===== src/rtl/uart_pkg.sv =====
// -----------------------------------------------------------------------------
// uart_pkg
//   Shared definitions for the byte-oriented UART transmit path.
//   - state_t   : word serializer FSM states (CSUM used only with checksum build)
//   - BYTE_W    : UART byte width
//   - nbytes()  : number of UART bytes in an NBITS-wide word
//   - cnt_width(): byte counter width for an NBITS-wide word
// -----------------------------------------------------------------------------
package uart_pkg;

  localparam int BYTE_W = 8;

  typedef enum logic [1:0] {
    IDLE = 2'd0,
    SEND = 2'd1,
    WAIT = 2'd2,
    CSUM = 2'd3
  } state_t;

  function automatic int nbytes(input int nbits);
    return nbits / BYTE_W;
  endfunction

  // One spare bit so the counter can hold the checksum slot index (NBYTES).
  function automatic int cnt_width(input int nbits);
    return $clog2(nbytes(nbits)) + 1;
  endfunction

endpackage


===== src/rtl/word_tx_serializer.sv =====
// -----------------------------------------------------------------------------
// word_tx_serializer
//   Splits one NBITS-wide word into NBITS/8 bytes, LSB byte first, and hands
//   them one at a time to a byte-wide UART transmitter using a
//   byte_start / byte_done handshake. tx_done pulses once the word is out.
//
//   Build option: define WORD_TX_CHECKSUM_EN to append one XOR checksum byte
//   of all data bytes after the last data byte (word = NBITS/8+1 UART bytes).
//
// Ports
//   clk         in   1       system clock, rising edge
//   reset       in   1       synchronous active-high reset
//   tx_Data     in   NBITS   word to send, sampled only on acceptance
//   tx_start    in   1       request; accepted only when idle
//   tx_done     out  1       1-cycle pulse: whole word sent
//   busy        out  1       high from acceptance until tx_done cycle
//   byte_Data   out  BYTE_W  byte presented to the UART, held until byte_done
//   byte_start  out  1       1-cycle pulse launching one UART byte
//   byte_done   in   1       1-cycle pulse: UART finished current byte
// -----------------------------------------------------------------------------
module word_tx_serializer
  import uart_pkg::*;
#(
  parameter int NBITS  = 32,
  parameter int BYTE_W = 8
) (
  input  logic              clk,
  input  logic              reset,
  input  logic [NBITS-1:0]  tx_Data,
  input  logic              tx_start,
  output logic              tx_done,
  output logic              busy,
  output logic [BYTE_W-1:0] byte_Data,
  output logic              byte_start,
  input  logic              byte_done
);

  localparam int NBYTES = nbytes(NBITS);
  localparam int CNT_W  = cnt_width(NBITS);
  localparam logic [CNT_W-1:0] LAST_IDX = CNT_W'(NBYTES - 1);

  if ((NBITS % 8) != 0 || NBITS < 8) begin : g_bad_nbits
    $error("word_tx_serializer: NBITS must be a non-zero multiple of 8");
  end
  if (BYTE_W != 8) begin : g_bad_byte_w
    $error("word_tx_serializer: BYTE_W is fixed at 8");
  end

  state_t            state_q, state_d;
  logic [NBITS-1:0]  shift_q, shift_d;
  logic [CNT_W-1:0]  cnt_q,   cnt_d;
  logic [BYTE_W-1:0] byte_data_d;
  logic              byte_start_d;
  logic              tx_done_d;
  logic              busy_d;
  logic              word_end;

`ifdef WORD_TX_CHECKSUM_EN
  logic [BYTE_W-1:0] csum_q, csum_d;
  // Checksum byte occupies the slot after the last data byte.
  localparam logic [CNT_W-1:0] FINAL_IDX = CNT_W'(NBYTES);
`else
  localparam logic [CNT_W-1:0] FINAL_IDX = LAST_IDX;
`endif

  // UART acknowledged the final byte of this word (data or checksum).
  assign word_end = (state_q == WAIT) && byte_done && (cnt_q == FINAL_IDX);

  // State and datapath registers
  // NOTE: sequential state is updated with non-blocking assignments so every
  // register samples the pre-edge values, independent of statement order.
  always_ff @(posedge clk) begin
    if (reset) begin
      state_q    <= IDLE;
      shift_q    <= '0;
      cnt_q      <= '0;
      byte_Data  <= '0;
      byte_start <= 1'b0;
      tx_done    <= 1'b0;
      busy       <= 1'b0;
`ifdef WORD_TX_CHECKSUM_EN
      csum_q     <= '0;
`endif
    end else begin
      state_q    <= state_d;
      shift_q    <= shift_d;
      cnt_q      <= cnt_d;
      byte_Data  <= byte_data_d;
      byte_start <= byte_start_d;
      tx_done    <= tx_done_d;
      busy       <= busy_d;
`ifdef WORD_TX_CHECKSUM_EN
      csum_q     <= csum_d;
`endif
    end
  end

  // Next-state logic
  // NOTE: every signal driven here gets a default first, so no path through
  // the case statement leaves it unassigned and no latch is inferred.
  always_comb begin
    state_d = state_q;
    case (state_q)
      IDLE: if (tx_start) state_d = SEND;
      SEND: state_d = WAIT;
      WAIT: begin
        if (byte_done) begin
          if (word_end)                state_d = IDLE;
`ifdef WORD_TX_CHECKSUM_EN
          else if (cnt_q == LAST_IDX)  state_d = CSUM;
`endif
          else                         state_d = SEND;
        end
      end
`ifdef WORD_TX_CHECKSUM_EN
      CSUM: state_d = WAIT;
`endif
      default: state_d = IDLE;
    endcase
  end

  // Registered-output and datapath next values
  always_comb begin
    shift_d      = shift_q;
    cnt_d        = cnt_q;
    byte_data_d  = byte_Data;
    byte_start_d = 1'b0;
    tx_done_d    = 1'b0;
    busy_d       = busy;
`ifdef WORD_TX_CHECKSUM_EN
    csum_d       = csum_q;
`endif
    case (state_q)
      IDLE: begin
        if (tx_start) begin
          shift_d = tx_Data;
          cnt_d   = '0;
          busy_d  = 1'b1;
`ifdef WORD_TX_CHECKSUM_EN
          csum_d  = '0;
`endif
        end
      end
      SEND: begin
        byte_data_d  = shift_q[BYTE_W-1:0];
        byte_start_d = 1'b1;
`ifdef WORD_TX_CHECKSUM_EN
        csum_d       = csum_q ^ shift_q[BYTE_W-1:0];
`endif
      end
      WAIT: begin
        if (byte_done) begin
          shift_d = shift_q >> BYTE_W;
          if (word_end) begin
            tx_done_d = 1'b1;
            busy_d    = 1'b0;
          end else begin
            // Counter stops at the final index instead of wrapping.
            cnt_d = cnt_q + 1'b1;
          end
        end
      end
`ifdef WORD_TX_CHECKSUM_EN
      CSUM: begin
        byte_data_d  = csum_q;
        byte_start_d = 1'b1;
      end
`endif
      default: ;
    endcase
  end

endmodule


===== config.mk =====
export PLATFORM = sky130hd
export DESIGN_NAME = word_tx_serializer
export DESIGN_NICKNAME = d
export VERILOG_FILES = /design/src/rtl/uart_pkg.sv /design/src/rtl/word_tx_serializer.sv
export SDC_FILE = /design/constraint.sdc
export NUM_CORES = 1
export LEC_CHECK = 0
export CAP_MARGIN = 30
export CORE_MARGIN = 1
export CORE_UTILIZATION = 49
export DETAILED_ROUTE_END_ITERATION = 8
export GPL_TIMING_DRIVEN = 0
export PLACE_DENSITY = 0.78
export SYNTH_ARGS = -nofsm -noshare
export SYNTH_HDL_FRONTEND = slang
export SYNTH_SLANG_ARGS = --single-unit

===== constraint.sdc =====
create_clock -name clk -period 1.8 [get_ports clk]
set_input_delay 0.36 -clock clk [delete_from_list [all_inputs] [get_ports clk]]
set_output_delay 0.36 -clock clk [all_outputs]
set_load 0.05 [all_outputs]

# After elaboration in Yosys (flattened, before gate mapping)
# Index checks and enable logic that the tools add are counted.
totals:
  reg_bits: 48
  input_bits: 36
  output_inout_bits: 11
  wordCells: 43
op_classes:
  add_sub_neg: 1
  n_eq_ne: 7
  mux: 17
  n_bitwise: 2
  reduce_logical: 9
ops:
  columns: ["op", "n"]
  rows:
  - ["32-bit two-way mux", 2]
  - ["32-bit case mux with 2 select lines", 1]
  - ["3-bit two-way mux", 3]
  - ["2-bit inequality test, second input constant", 4]
  - ["4-bit AND reduction", 2]
  - ["1-bit two-way mux", 6]
  - ["2-bit case mux with 3 select lines", 1]
  - ["3-bit case mux with 2 select lines", 1]
  - ["2-bit two-way mux", 2]
  - ["3-bit by 1-bit adder with 3-bit output, second input constant", 1]
  - ["3-bit by 2-bit == test with 1-bit output, second input constant", 1]
  - ["3-bit AND reduction", 1]
  - ["3-bit OR reduction", 1]
  - ["2-bit by 1-bit == test with 1-bit output, second input constant", 1]
  - ["2-bit == test, second input constant", 1]
  - ["1-bit logical AND", 2]
  - ["2-bit zero test", 1]
  - ["1-bit inverter", 2]
  - ["1-bit case mux with 2 select lines", 1]
  - ["2-bit AND reduction", 1]
  - ["2-bit nonzero test", 1]

# Logic depth before layout (Yosys ltp)
depth:
  word_depth: 6
  mapped_depth: 6

# Least setup slack after synthesis
# No wires, ideal clock.
synth_path:
  kind: "reg2reg"
  start: "register state_q[1]"
  end: "register shift_q[22]"
  arrival_time_ns: 1.285
  t_required_ns: 1.655
  slack_ns: 0.371
  stages_incl_launch_ff: 7
  n_path_buf: 3
  cell_sequence: "dfxtp_1 > buf_6 > or3b_1 > buf_2 > buf_6 > o22ai_1 > a211oi_2"
synth_between:
  elab_chain_len: 3
  elab_cells_between_ends: 7
  cone_classes: "eq/ne (3); mux (1); reduce/logical (3)"
synth_rtl:
  columns: ["item", "line_no", "rtl"]
  rows:
  - ["start: declaration", "word_tx_serializer.sv:49", "state_t state_q, state_d;"]
  - ["start signal: assignment", "word_tx_serializer.sv:85", "state_q <= state_d;"]
  - ["2-bit == test / 2-bit zero test (equally long branches)", "word_tx_serializer.sv:133", "case (state_q)"]
  - ["2-bit inequality test (no line) / 2-bit nonzero test (equally long branches)", null, null]
  - ["3-bit AND reduction (no line)", null, null]
  - ["end signal: assignment", "word_tx_serializer.sv:86", "shift_q <= shift_d;"]
  - ["end: declaration", "word_tx_serializer.sv:50", "logic [NBITS-1:0] shift_q, shift_d;"]
# Parallel ways exist; a longest one is shown, timed or not.
# A chain may end at the register's enable or synchronous reset.

# Final worst setup path
layout_path:
  start: "input tx_start"
  end: "register shift_q[16]"
layout_between:
  elab_chain_len: 2
layout_rtl:
  columns: ["item", "line_no", "rtl"]
  rows:
  - ["start: declaration", "word_tx_serializer.sv:30", "input logic tx_start,"]
  - ["2-bit inequality test (no line)", null, null]
  - ["3-bit AND reduction (no line)", null, null]
# No other way between the ends.

==> metrics.md <==
| Metric | Value |
|---|---|
| Run status | `finished, final reports clean` |
| Seq. cell area | `between 900 and 1000 sq um` |
| Startpoint class of the critical path | `input port` |
| CTS clk-pin slew, worst paths | `roughly 0.090 ns` |
| Number of global-route vias before repair | `1599` |
| Dpl hpwl | `3180 um` |
| Drt pass-1 iters | `4` |
| Worst-path maximum fanout | `10` |
| Root Buffer | `clkbuf_8` |
| Hold_ws | `approximately 0.45 ns` |
| Leak | `0.00109 uW` |
| Die Span Y | `about 67 um` |
| Final Cycle Share | `0.973` |
| Area of the multi-input gates | `873 sq um` |
| Commonest cells after routing, fill and taps aside | `dfxtp_1 (48), clkdlybuf4s50_1 (35), inv_1 (26), nand2_1 (25), o22ai_1 (24)` |
| Post-synth top area share | `0.464` |
| Antenna Violating Nets Remaining | `0` |
| Area of the mapped netlist | `a little over 2000 sq um` |
| Actual slew at the worst max-slew pin | `between 0.7 and 0.8 ns` |
| Number of buffers added for setup after CTS | `0` |
| Syn Area/Cell | `between 9 and 10 sq um` |
| Post-synth EDFFs | `0` |
| Area leader, netlist | `dfxtp_1` |
| Post-synth top flop | `dfxtp_1` |
| First-pass GRT wire length | `~7500 um` |
| H-tree depth | `2` |
| Die area | `roughly 4500 sq um` |
| CP cell instances | `clkdlybuf4s50_1 > or3b_1 > buf_2 > buf_6 > o22ai_1 > a211oi_2` |
| Port-buffer cells | `between 40 and 50` |
| Max-slew violations | `0` |
| Total number of vias | `1745` |
| Cell Count, Final, Fillers Out | `approximately 330` |
| Unique masters post-synth | `28` |
| Post-CTS Hold Fix Bufs | `0` |
| Slowest cell on crit path | `clkdlybuf4s50_1` |
| Worst path max stage delay | `roughly 0.54 ns` |
| DR WL/cell | `~14 um` |
| Worst-Skew Late Latency | `between 0.3 and 0.4 ns` |
| Worst endpoint data arrival time | `1.92 ns` |
| Async set-reset flop share out of synthesis | `0` |
| Register area share after synthesis | `0.464` |
| CTS tree | `yes` |
| RSZ-0062 raised after global routing | `no` |
| Area grow syn2layout | `31.5%` |
| Synthesized instance count | `about 220` |
| Core Box Area | `4030 sq um` |
| Num CTS Buffers | `5` |
| IO Pins | `between 40 and 50` |
| Overall power | `roughly 2500 uW` |
| Row cnt | `23` |
| Flops & latches, synth | `48` |
| Syn nets | `261` |
| Final Skew | `roughly 0.0067 ns` |
| Fill cells | `around 350` |
| Placed inst area | `2590 sq um` |
| Slew headroom | `0.516` |
| Max VDD drop | `0.000551 V` |
| Worst setup EP type | `flop` |
| Clock tree buffer depth | `2` |
| Kind of critical path | `input port to flop` |
| Placed cell count | `319` |
| Initial antenna violation count | `0` |
| Final Setup Violations | `0` |
| Commonest non-fill, non-tap cell in the layout | `dfxtp_1` |
| Largest net degree at the start of global routing | `15` |
| Fin area | `roughly 2700 sq um` |
| Antenna fix cells | `0` |
| Starting Density | `0.514` |
| Final WL | `4570 um` |
| Synth warn | `0` |
| Worst min path class | `flop to flop` |
| Total track usage | `0.232` |
| Final GP Congestion | `0.796` |
| Number of vias per cell | `approximately 5.3` |
| Final-stage net count | `314` |
| Total of max-cap violations | `0` |
| Top post-synthesis cells by area | `dfxtp_1 (46%), a211oi_2 (12%), o22ai_1 (7.3%)` |
| Die width | `between 60 and 70 um` |
| DRC viols | `0` |
| Grt total ovfl | `0` |
| Final min period | `between 1.5 and 2 ns` |
| Share of cells above drive strength 1 | `0.144` |
| Total clock sinks | `48` |
| Final Hold Vio Count | `0` |
| Worst Path Required | `slightly below 2 ns` |
| Initial DRC count | `81` |
| Max Freq | `571 MHz` |
| PD cells | `917 nW/um^2` |
==> worst max-delay path, delay by kind of cell <==
family | cells | cell delay, ns
and+or+nand+nor | 1 | 0.37
AOI/OAI and AO/OA | 2 | 0.29
buffers and inverters | 3 | 0.89
==> registers in the layout, indices dropped and copies added, names as in the netlist <==
register and flops:
shift_q 32, byte_Data 8, cnt_q 3, byte_start 1, state_q 2, tx_done 1, busy 1
==> metal layers <==
metal	global-route usage	wire length, um
met1	0.280	2030
met2	0.379	2160
met3	0.0445	272
met4	0.138	105
met5	0	0
==> layout make-up <==
class	count	area share
Buffer	19	0.0510
Clock buffer	7	0.0354
Clock inverter	1	0.0110
Inverter	26	0.0359
Multi-Input combinational cell	130	0.321
Sequential cell	48	0.353
Tap cell	50	0.0230
Timing Repair Buffer	46	0.170
==> power breakdown <==
| part | internal [uW] | total (uW) | switching (uW) |
|---|---|---|---|
| combinational | 221 | 465 | 244 |
| clock | 490 | 846 | 356 |
| sequential | 1140 | 1180 | 39.6 |
| total | 1850 | 2490 | 640 |
==> cell families (layout without fill, tap and decap cells) <==
group	count (synthesis)	count (layout)	share of synthesized area
adder cells (fa/ha/maj)	2	2	0.0121
multiplexers	2	2	0.0115
AO/OA/AOI/OAI	82	82	0.295
AND/OR/NAND/NOR	44	44	0.103
flip-flops	48	48	0.464
buffers and inverters	45	99	0.114
==> repair_timing <==
| action | in CTS | in global routing |
|---|---|---|
| resized for setup | 8 | 4 |
| endpoints found under the hold margin | 0 | 0 |
| endpoints found under the setup margin | 12 | 4 |
==> path summary, 6_finish.rpt <==
path	startpoint	to	slack (ns)	cells past startpoint
worst max register to register	state_q[1]$_SDFFE_PP0P_	shift_q[16]$_SDFFE_PP0P_	0.18	6
worst max-delay path	tx_start	shift_q[16]$_SDFFE_PP0P_	0.05	6
worst min register to register	shift_q[2]$_SDFFE_PP0P_	byte_Data[2]$_SDFFE_PP0P_	0.45	2
worst min-delay path	shift_q[2]$_SDFFE_PP0P_	byte_Data[2]$_SDFFE_PP0P_	0.45	2
==> per-stage QoR <==
step	util	setup TNS, ns	setup slack [ns]
3_5_place_dp	0.643	-8.51	-0.315
5_1_grt	0.675	0	0.00630
4_1_cts	0.673	0	0.000317
3_3_place_gp	0.643	-8.17	-0.316
6_report	0.675	0	0.0481
2_1_floorplan	-	0	0.371
==> cell usage after synthesis, types with 2 or more instances <==
cell      instances
o21ai_0          10
nor2b_1           3
buf_1             3
a211oi_2         20
ha_1              2
clkbuf_1          7
buf_12            2
a211oi_1          5
a21oi_1          20
buf_2             3
nand3b_1          2
dfxtp_1          48
o22ai_1          24
inv_1            26
nor2_1            6
buf_6             4
or3b_1            2
nand2_1          25
o211ai_1          2
No activity file was read; power rests on OpenSTA's default activity.
